--- config.mk ---
export PLATFORM = sky130hd
export DESIGN_NAME = piece_drawer_flat
export DESIGN_NICKNAME = d
export VERILOG_FILES = /design/src/rtl/connect4_pkg.sv /design/src/rtl/piece_drawer_if.sv /design/src/rtl/cell_scan_counter.sv /design/src/rtl/piece_drawer.sv /design/src/flat_wrapper.sv
export SDC_FILE = /design/constraint.sdc
export NUM_CORES = 1
export LEC_CHECK = 0
export CAP_MARGIN = 20
export CORE_MARGIN = 1
export CORE_UTILIZATION = 54
export CTS_BUF_LIST = sky130_fd_sc_hd__clkbuf_4 sky130_fd_sc_hd__clkbuf_8
export DETAILED_ROUTE_END_ITERATION = 7
export PLACE_DENSITY = 0.77
export SLEW_MARGIN = 20
export SYNTH_ARGS = -nofsm -noshare
export SYNTH_HDL_FRONTEND = slang
export SYNTH_SLANG_ARGS = --single-unit
export TNS_END_PERCENT = 30
--- constraint.sdc ---
create_clock -name clk -period 3.3 [get_ports clk]
set_input_delay 0.66 -clock clk [delete_from_list [all_inputs] [get_ports clk]]
set_output_delay 0.66 -clock clk [all_outputs]
set_load 0.02 [all_outputs]
--- src/rtl/connect4_pkg.sv ---
// Shared Connect-4 definitions: colour codes, board size, the field layout
// of the controller's write request word, and the piece-drawer state enum.
package connect4_pkg;

    // 3-bit RGB colour codes understood by the VGA adapter.
    localparam logic [2:0] BLACK  = 3'b000;
    localparam logic [2:0] RED    = 3'b100;
    localparam logic [2:0] YELLOW = 3'b110;
    localparam logic [2:0] WHITE  = 3'b111;
    localparam logic [2:0] BLUE   = 3'b001;

    // Board dimensions, sized to compare directly against 3-bit row/col fields.
    localparam logic [2:0] ROWS = 3'd6;
    localparam logic [2:0] COLS = 3'd7;

    // Request word layout: {req, row[2:0], col[2:0], player[1:0]}.
    localparam int REQ_W   = 9;
    localparam int REQ_BIT = 8;
    localparam int ROW_HI  = 7;
    localparam int ROW_LO  = 5;
    localparam int COL_HI  = 4;
    localparam int COL_LO  = 2;
    localparam int PLY_HI  = 1;
    localparam int PLY_LO  = 0;

    // VGA plot port widths for the 160x120 adapter.
    localparam int VGA_X_W  = 8;
    localparam int VGA_Y_W  = 7;
    localparam int COLOUR_W = 3;

    typedef enum logic [2:0] {
        S_IDLE,
        S_LOAD,
        S_PLOT,
        S_DONE,
        S_RELEASE
    } draw_state_t;

    // Interior fill colour for a piece owned by the given player.
    function automatic logic [2:0] player_colour(input logic [1:0] player);
        logic [2:0] c;
        c = BLACK;
        case (player)
            2'd0:    c = BLACK;
            2'd1:    c = RED;
            2'd2:    c = YELLOW;
            default: c = WHITE;
        endcase
        return c;
    endfunction

endpackage

--- src/rtl/piece_drawer_if.sv ---
// Write-request / plot bundle between the game controller, the piece drawer
// and the VGA adapter.
//   master : game-controller side, drives write_to_ram, observes the rest.
//   slave  : piece drawer, consumes write_to_ram, drives status and plot port.
interface piece_drawer_if;
    import connect4_pkg::*;

    logic [REQ_W-1:0]    write_to_ram;
    logic                draw_done;
    logic                busy;
    logic [VGA_X_W-1:0]  vga_x;
    logic [VGA_Y_W-1:0]  vga_y;
    logic [COLOUR_W-1:0] vga_colour;
    logic                plot;
    logic                err;

    modport master (
        output write_to_ram,
        input  draw_done, busy, vga_x, vga_y, vga_colour, plot, err
    );

    modport slave (
        input  write_to_ram,
        output draw_done, busy, vga_x, vga_y, vga_colour, plot, err
    );

endinterface

--- src/rtl/cell_scan_counter.sv ---
// Nested raster counter over one square cell: cx runs 0..2^W-1, and cy
// steps each time cx wraps. Shared with the board-clear sweep.
// Ports:
//   clk, resetn   clock, asynchronous active-high reset
//   clear_i       force cx = cy = 0 (wins over en_i)
//   en_i          advance one pixel
//   cx_o, cy_o    current position
//   last_o        position is the final pixel (both counters at max)
//   edge_o        position lies on the cell border
module cell_scan_counter #(
    parameter int unsigned W = 4
) (
    input  logic         clk,
    input  logic         resetn,
    input  logic         clear_i,
    input  logic         en_i,
    output logic [W-1:0] cx_o,
    output logic [W-1:0] cy_o,
    output logic         last_o,
    output logic         edge_o
);

    localparam logic [W-1:0] MAX = '1;

    logic [W-1:0] cx_q, cx_d;
    logic [W-1:0] cy_q, cy_d;

    always_comb begin
        cx_d = cx_q;
        cy_d = cy_q;
        if (clear_i) begin
            cx_d = '0;
            cy_d = '0;
        end else if (en_i) begin
            cx_d = cx_q + W'(1);
            if (cx_q == MAX) begin
                cy_d = cy_q + W'(1);
            end
        end
    end

    always_ff @(posedge clk or posedge resetn) begin
        if (resetn) begin
            cx_q <= '0;
            cy_q <= '0;
        end else begin
            cx_q <= cx_d;
            cy_q <= cy_d;
        end
    end

    assign cx_o   = cx_q;
    assign cy_o   = cy_q;
    assign last_o = (cx_q == MAX) && (cy_q == MAX);
    assign edge_o = (cx_q == '0) || (cx_q == MAX) || (cy_q == '0) || (cy_q == MAX);

endmodule

--- src/rtl/piece_drawer.sv ---
// Renders one board cell per controller request as a CELL x CELL square on
// the VGA plot port, then pulses draw_done.
// Ports:
//   clk      system clock
//   resetn   asynchronous reset, active HIGH despite the name
//   bus      piece_drawer_if.slave: write_to_ram in; draw_done, busy,
//            vga_x, vga_y, vga_colour, plot, err out
//
// state     | meaning
// ----------+----------------------------------------------------------
// S_IDLE    | waiting for req; fields latched on acceptance
// S_LOAD    | range check, register cell origin
// S_PLOT    | one pixel per cycle, raster order
// S_DONE    | draw_done pulse
// S_RELEASE | request still held; wait for req to drop
module piece_drawer
    import connect4_pkg::*;
#(
    parameter int unsigned CELL_LOG2 = 4,
    parameter int unsigned X0        = 24,
    parameter int unsigned Y0        = 12
) (
    input  logic             clk,
    input  logic             resetn,
    piece_drawer_if.slave    bus
);

    draw_state_t    state_q;
    logic [2:0]     row_q;
    logic [2:0]     col_q;
    logic [1:0]     player_q;
    logic [7:0]     ox_q, ox_d;
    logic [6:0]     oy_q, oy_d;
    logic           pix_last_q;

    logic           draw_done_q;
    logic           busy_q;
    logic           plot_q;
    logic           err_q;
    logic [7:0]     vga_x_q;
    logic [6:0]     vga_y_q;
    logic [2:0]     vga_colour_q;

    logic                 req;
    logic                 in_range;
    logic                 scan_clear;
    logic                 scan_en;
    logic [CELL_LOG2-1:0] scan_cx;
    logic [CELL_LOG2-1:0] scan_cy;
    logic                 scan_last;
    logic                 scan_edge;
    logic [2:0]           nxt_colour;

    assign req      = bus.write_to_ram[REQ_BIT];
    assign in_range = (row_q < ROWS) && (col_q < COLS);
    assign ox_d     = 8'(X0) + (8'(col_q) << CELL_LOG2);
    assign oy_d     = 7'(Y0) + (7'(row_q) << CELL_LOG2);

    // The scan counter runs one pixel ahead of the output registers: it is
    // cleared on acceptance, so during LOAD it already addresses pixel 0 and
    // the output registers can be loaded directly from it on every edge.
    assign scan_clear = (state_q == S_IDLE) && req;
    assign scan_en    = ((state_q == S_LOAD) && in_range) ||
                        ((state_q == S_PLOT) && !pix_last_q);

    cell_scan_counter #(
        .W (CELL_LOG2)
    ) u_scan (
        .clk     (clk),
        .resetn  (resetn),
        .clear_i (scan_clear),
        .en_i    (scan_en),
        .cx_o    (scan_cx),
        .cy_o    (scan_cy),
        .last_o  (scan_last),
        .edge_o  (scan_edge)
    );

    assign nxt_colour = scan_edge ? BLUE : player_colour(player_q);

    always_ff @(posedge clk or posedge resetn) begin
        if (resetn) begin
            state_q      <= S_IDLE;
            row_q        <= '0;
            col_q        <= '0;
            player_q     <= '0;
            ox_q         <= '0;
            oy_q         <= '0;
            pix_last_q   <= 1'b0;
            draw_done_q  <= 1'b0;
            busy_q       <= 1'b0;
            plot_q       <= 1'b0;
            err_q        <= 1'b0;
            vga_x_q      <= '0;
            vga_y_q      <= '0;
            vga_colour_q <= '0;
        end else begin
            draw_done_q <= 1'b0;
            case (state_q)
                S_IDLE: begin
                    if (req) begin
                        row_q    <= bus.write_to_ram[ROW_HI:ROW_LO];
                        col_q    <= bus.write_to_ram[COL_HI:COL_LO];
                        player_q <= bus.write_to_ram[PLY_HI:PLY_LO];
                        busy_q   <= 1'b1;
                        state_q  <= S_LOAD;
                    end
                end
                S_LOAD: begin
                    if (!in_range) begin
                        err_q       <= 1'b1;
                        draw_done_q <= 1'b1;
                        state_q     <= S_DONE;
                    end else begin
                        ox_q         <= ox_d;
                        oy_q         <= oy_d;
                        plot_q       <= 1'b1;
                        vga_x_q      <= ox_d + 8'(scan_cx);
                        vga_y_q      <= oy_d + 7'(scan_cy);
                        vga_colour_q <= nxt_colour;
                        pix_last_q   <= scan_last;
                        state_q      <= S_PLOT;
                    end
                end
                S_PLOT: begin
                    if (pix_last_q) begin
                        plot_q       <= 1'b0;
                        vga_x_q      <= '0;
                        vga_y_q      <= '0;
                        vga_colour_q <= '0;
                        pix_last_q   <= 1'b0;
                        draw_done_q  <= 1'b1;
                        state_q      <= S_DONE;
                    end else begin
                        vga_x_q      <= ox_q + 8'(scan_cx);
                        vga_y_q      <= oy_q + 7'(scan_cy);
                        vga_colour_q <= nxt_colour;
                        pix_last_q   <= scan_last;
                    end
                end
                S_DONE: begin
                    if (req) begin
                        state_q <= S_RELEASE;
                    end else begin
                        busy_q  <= 1'b0;
                        state_q <= S_IDLE;
                    end
                end
                S_RELEASE: begin
                    if (!req) begin
                        busy_q  <= 1'b0;
                        state_q <= S_IDLE;
                    end
                end
                default: begin
                    busy_q  <= 1'b0;
                    plot_q  <= 1'b0;
                    state_q <= S_IDLE;
                end
            endcase
        end
    end

    assign bus.draw_done  = draw_done_q;
    assign bus.busy       = busy_q;
    assign bus.plot       = plot_q;
    assign bus.err        = err_q;
    assign bus.vga_x      = vga_x_q;
    assign bus.vga_y      = vga_y_q;
    assign bus.vga_colour = vga_colour_q;

endmodule

--- src/flat_wrapper.sv ---
// flat-port wrapper written by rule: the top's interface ports become plain ports
module piece_drawer_flat import connect4_pkg::*;
#(
    parameter int unsigned CELL_LOG2 = 4,
    parameter int unsigned X0        = 24,
    parameter int unsigned Y0        = 12
)
  (clk, resetn, bus_write_to_ram, bus_draw_done, bus_busy, bus_vga_x, bus_vga_y, bus_vga_colour, bus_plot, bus_err);
  piece_drawer_if bus_i ();
  input  logic clk;
  input  logic resetn;
  input wire logic [$bits(bus_i.write_to_ram)-1:0] bus_write_to_ram;
  output wire logic [$bits(bus_i.draw_done)-1:0] bus_draw_done;
  output wire logic [$bits(bus_i.busy)-1:0] bus_busy;
  output wire logic [$bits(bus_i.vga_x)-1:0] bus_vga_x;
  output wire logic [$bits(bus_i.vga_y)-1:0] bus_vga_y;
  output wire logic [$bits(bus_i.vga_colour)-1:0] bus_vga_colour;
  output wire logic [$bits(bus_i.plot)-1:0] bus_plot;
  output wire logic [$bits(bus_i.err)-1:0] bus_err;
  assign bus_i.write_to_ram = bus_write_to_ram;
  assign bus_draw_done = bus_i.draw_done;
  assign bus_busy = bus_i.busy;
  assign bus_vga_x = bus_i.vga_x;
  assign bus_vga_y = bus_i.vga_y;
  assign bus_vga_colour = bus_i.vga_colour;
  assign bus_plot = bus_i.plot;
  assign bus_err = bus_i.err;
  piece_drawer #(.CELL_LOG2(CELL_LOG2), .X0(X0), .Y0(Y0)) u_core (.clk(clk), .resetn(resetn), .bus(bus_i));
endmodule
==> run_results.csv <==
group,metric,value,unit
timing,hold_viol_final,0,
clock_network,clk_pin_slew,0.09,ns
floorplanning,core,4500,um2
grt,grt_use_total,23.6,%
placement,dp_hpwl,3790,um
synth,ys_types,43,
floorplanning,fp.dieW,71.6,um
finish,area_growth,17.5,%
clock_network,cts_setup_buffers,0,
detailed_routing,wl,5340,um
finish,final_cell_mix,"50 x dfrtp_1, 45 x nand2_1, 32 x clkdlybuf4s50_1, 15 x o21ai_0",
clock_network,cts_resized,0,
timing,hold_ws,0.480,ns
run_status,status,"completed",
detailed_routing,vias_per_cell,5.70,
worst_hold_path,holdPathStages,1,
synth,ys_warn_count,0,
synth,syn_avg_cell_area,10.1,um2
synth,synth_edf_count,0,
clock_network,ctsHoldBuffers,0,
finish,finalNonFillerCells,346,
floorplanning,placementRows,24,
power,intPower,1.56,mW
synth,synthCells,260,
worst_setup_path,required,3.50,ns
synth,synth_seq_area_share,47.9,%
worst_setup_path,reg2reg_to,"u_core.bus.vga_y[6]$_DFFE_PP0P_",
synth,yosys_most_used_dff,"dfrtp_1",
detailed_routing,num_vias,1972,
clock_network,cts_htree_levels,2,
placement,dp_cells,338,
worst_setup_path,regToRegSetupSlack,1.20,ns
timing,fin_skew,0.00817,ns
job,maxCapViolCount,0,
worst_setup_path,crit_cells,7,
finish,drive_gt1_share,8.50,%
clock_network,cts.sinks,50,
clock_network,cts_buffers,5,
synth,ys_ff_latch,50,
worst_setup_path,reg2reg_depth,7,
power,power,2.65,mW
timing,fin_crit_sh,63.6,%
timing,finalMaxSlewViolations,0,
timing,fin_crit,2.10,ns
worst_hold_path,holdCritStartpoint,"u_core.bus.err$_DFFE_PP0P_",
worst_setup_path,path_cells,"ha_1, inv_1, fa_1, nand3b_1, xor2_1, o22ai_1, mux2_2",
power,max-vdd-ir-drop,0.431,mV
synth,synth_nets,285,
synth,synthArstFlopShare,100,%
finish,layout.nets,318,
detailed_routing,avgRoutedWirePerCell,15.4,um
timing,worst_pin_slew,0.734,ns
worst_setup_path,max_stage_delay,0.50,ns
clock_network,clkLatencyLatePin,0.31,ns
power,swShare,41.2,%
worst_hold_path,hold_path.class,"flip-flop to flip-flop",
timing,max_freq,0.476,GHz
placement,gp_congestion,0.866,
timing,fin_setup_tns,0,ns
grt,grt_max_degree,27,
power,p_per_area,863,nW/um2
power,clockPowerShare,14.5,%
timing,slew_headroom,50.9,%
power,pwr-share-seq,39.1,%
power,leakage,1.36,nW
clock_network,cts_root_buf,"clkbuf_8",
power,comb_power_share,46.3,%
detailed_routing,ant_nets,0,
worst_hold_path,holdPathEnd,"u_core.bus.err$_DFFE_PP0P_",
finish,antennaDiodeCount,0,
synth,syn-cell-area,2610,um2
detailed_routing,drtIter0Drc,92,
worst_setup_path,cp_slowest_cell,"dfrtp_1",
worst_setup_path,critPathKind,"flip-flop to flip-flop",
worst_setup_path,worst-path-max-fanout,8,
clock_network,cts_max_path_buffers,2,
floorplanning,start_util,58.0,%
power,p_switching,1.09,mW
placement,port_buffers,32,
floorplanning,die_height,71.6,um
grt,antenna_found_initial,0,
finish,nFillCells,362,
worst_setup_path,crit_buf_inv,1,
timing,setup_violations,0,
worst_setup_path,end_kind,"flip-flop",
worst_setup_path,start_kind,"flip-flop",
detailed_routing,drt_first_pass_iters,4,
floorplanning,pin_count,33,
clock_network,cts_tree,"built",
finish,layout_commonest_cell,"dfrtp_1",
floorplanning,dieArea,5120,um2
worst_setup_path,cp.arrival,2.30,ns
grt,overflow,0,
worst_setup_path,r2r-start,"u_core.u_scan.cy_o[2]$_DFFE_PP0P_",
detailed_routing,drcViolationCount,0,
grt,grt_pass1_vias,1893,
worst_setup_path,cp_top_family,"adder cells",
timing,rsz0062_at_grt,"no",
grt,grt_pass1_wl,9140,um
## power by group through the flow
stage | Clock, mW | Sequential, mW | Combinational (mW)
finish | 0.385 | 1.04 | 1.23
global route | 0.422 | 1.07 | 1.37
CTS | 0.391 | 1.04 | 1.24
detailed placement | 0 | 1.05 | 1.24
global placement | 0 | 1.04 | 1.19
floorplan | 0 | 1.08 | 0.798
## state kept, by name, indices dropped and copies added (netlist names)
register / flops
u_core.bus.vga_colour: 3
u_core.col_q: 3
u_core.bus.vga_x: 8
u_core.oy_q: 4
u_core.player_q: 2
u_core.bus.err: 1
u_core.u_scan.cx_o: 4
u_core.ox_q: 4
u_core.row_q: 3
u_core.state_q: 3
u_core.pix_last_q: 1
u_core.u_scan.cy_o: 4
u_core.bus.draw_done: 1
u_core.bus.vga_y: 7
u_core.bus.busy: 1
u_core.bus.plot: 1
## area by class of cell
class | count | area [um2] | area share [%]
repair buffers | 35 | 343 | 11.2
clock inverters | 1 | 5.00 | 0.163
flip-flops and latches | 50 | 1250 | 40.7
clock buffers | 7 | 90.1 | 2.93
multi-input cells | 186 | 1260 | 41.0
well taps | 52 | 65.1 | 2.12
inverters | 15 | 56.3 | 1.83
## synth_stat cells (all sizes together) (2+ instances only)
master  number  area, um2
clkbuf       3       11.3
mux2i        3       30.0
ha          13        163
a21o         2       15.0
o21ai       17       85.1
and2         3       18.8
nand3       11       55.1
xnor2        6       52.6
mux2        11        124
a21oi       12       60.1
o22ai        5       31.3
xor2         6       52.6
buf          6       35.0
or3          3       18.8
o31ai        3       22.5
a22o         8       70.1
nand3b       6       45.0
dfrtp       50       1250
nand2b       5       31.3
nor3b        3       32.5
nor3         2       10.0
nor2         6       22.5
inv         15       56.3
nand2       45        169
a32o         3       30.0
## worst max-delay path by stage
stage	endpoint	from	slack (ns)
global placement	u_core.u_scan.cy_o[2]$_DFFE_PP0P_	bus_write_to_ram[8]	1.24
CTS	u_core.bus.vga_y[6]$_DFFE_PP0P_	u_core.u_scan.cy_o[2]$_DFFE_PP0P_	1.21
detailed placement	u_core.u_scan.cy_o[0]$_DFFE_PP0P_	bus_write_to_ram[8]	1.18
global route	u_core.bus.vga_y[6]$_DFFE_PP0P_	u_core.u_scan.cy_o[2]$_DFFE_PP0P_	1.05
floorplan	u_core.bus.busy$_DFFE_PP0P_	resetn	1.44
finish	u_core.bus.vga_y[6]$_DFFE_PP0P_	u_core.u_scan.cy_o[2]$_DFFE_PP0P_	1.20
## cell families (layout without fill, tap and decap cells)
| family | Yosys count | after routing | share of synthesized area (%) |
|---|---|---|---|
| adder cells (fa/ha/maj) | 14 | 14 | 6.99 |
| flip-flops | 50 | 50 | 47.9 |
| XOR/XNOR | 12 | 12 | 4.02 |
| AND/OR/NAND/NOR | 89 | 89 | 16.9 |
| buffers and inverters | 24 | 58 | 3.93 |
| multiplexers | 14 | 14 | 5.89 |
| AO/OA/AOI/OAI | 57 | 57 | 14.4 |
## stage by stage
| step | utilization (%) | worst slack [ns] | area (um2) |
|---|---|---|---|
| 6_report | 68.2 | 1.20 | 3070 |
| 5_1_grt | 68.2 | 1.05 | 3070 |
| 4_1_cts | 68.2 | 1.21 | 3070 |
| 3_5_place_dp | 66.1 | 1.18 | 2980 |
| 3_3_place_gp | 66.1 | 1.24 | 2980 |
| 2_1_floorplan | - | 1.44 | 2610 |
## layer usage
layer / wire length, um / GRT usage [%]
met4: 68 / 10.2
met3: 266 / 5.06
met5: 0 / 0
met1: 2630 / 34.6
met2: 2380 / 34.2
Note: power is estimated with default switching activity, not from simulation.
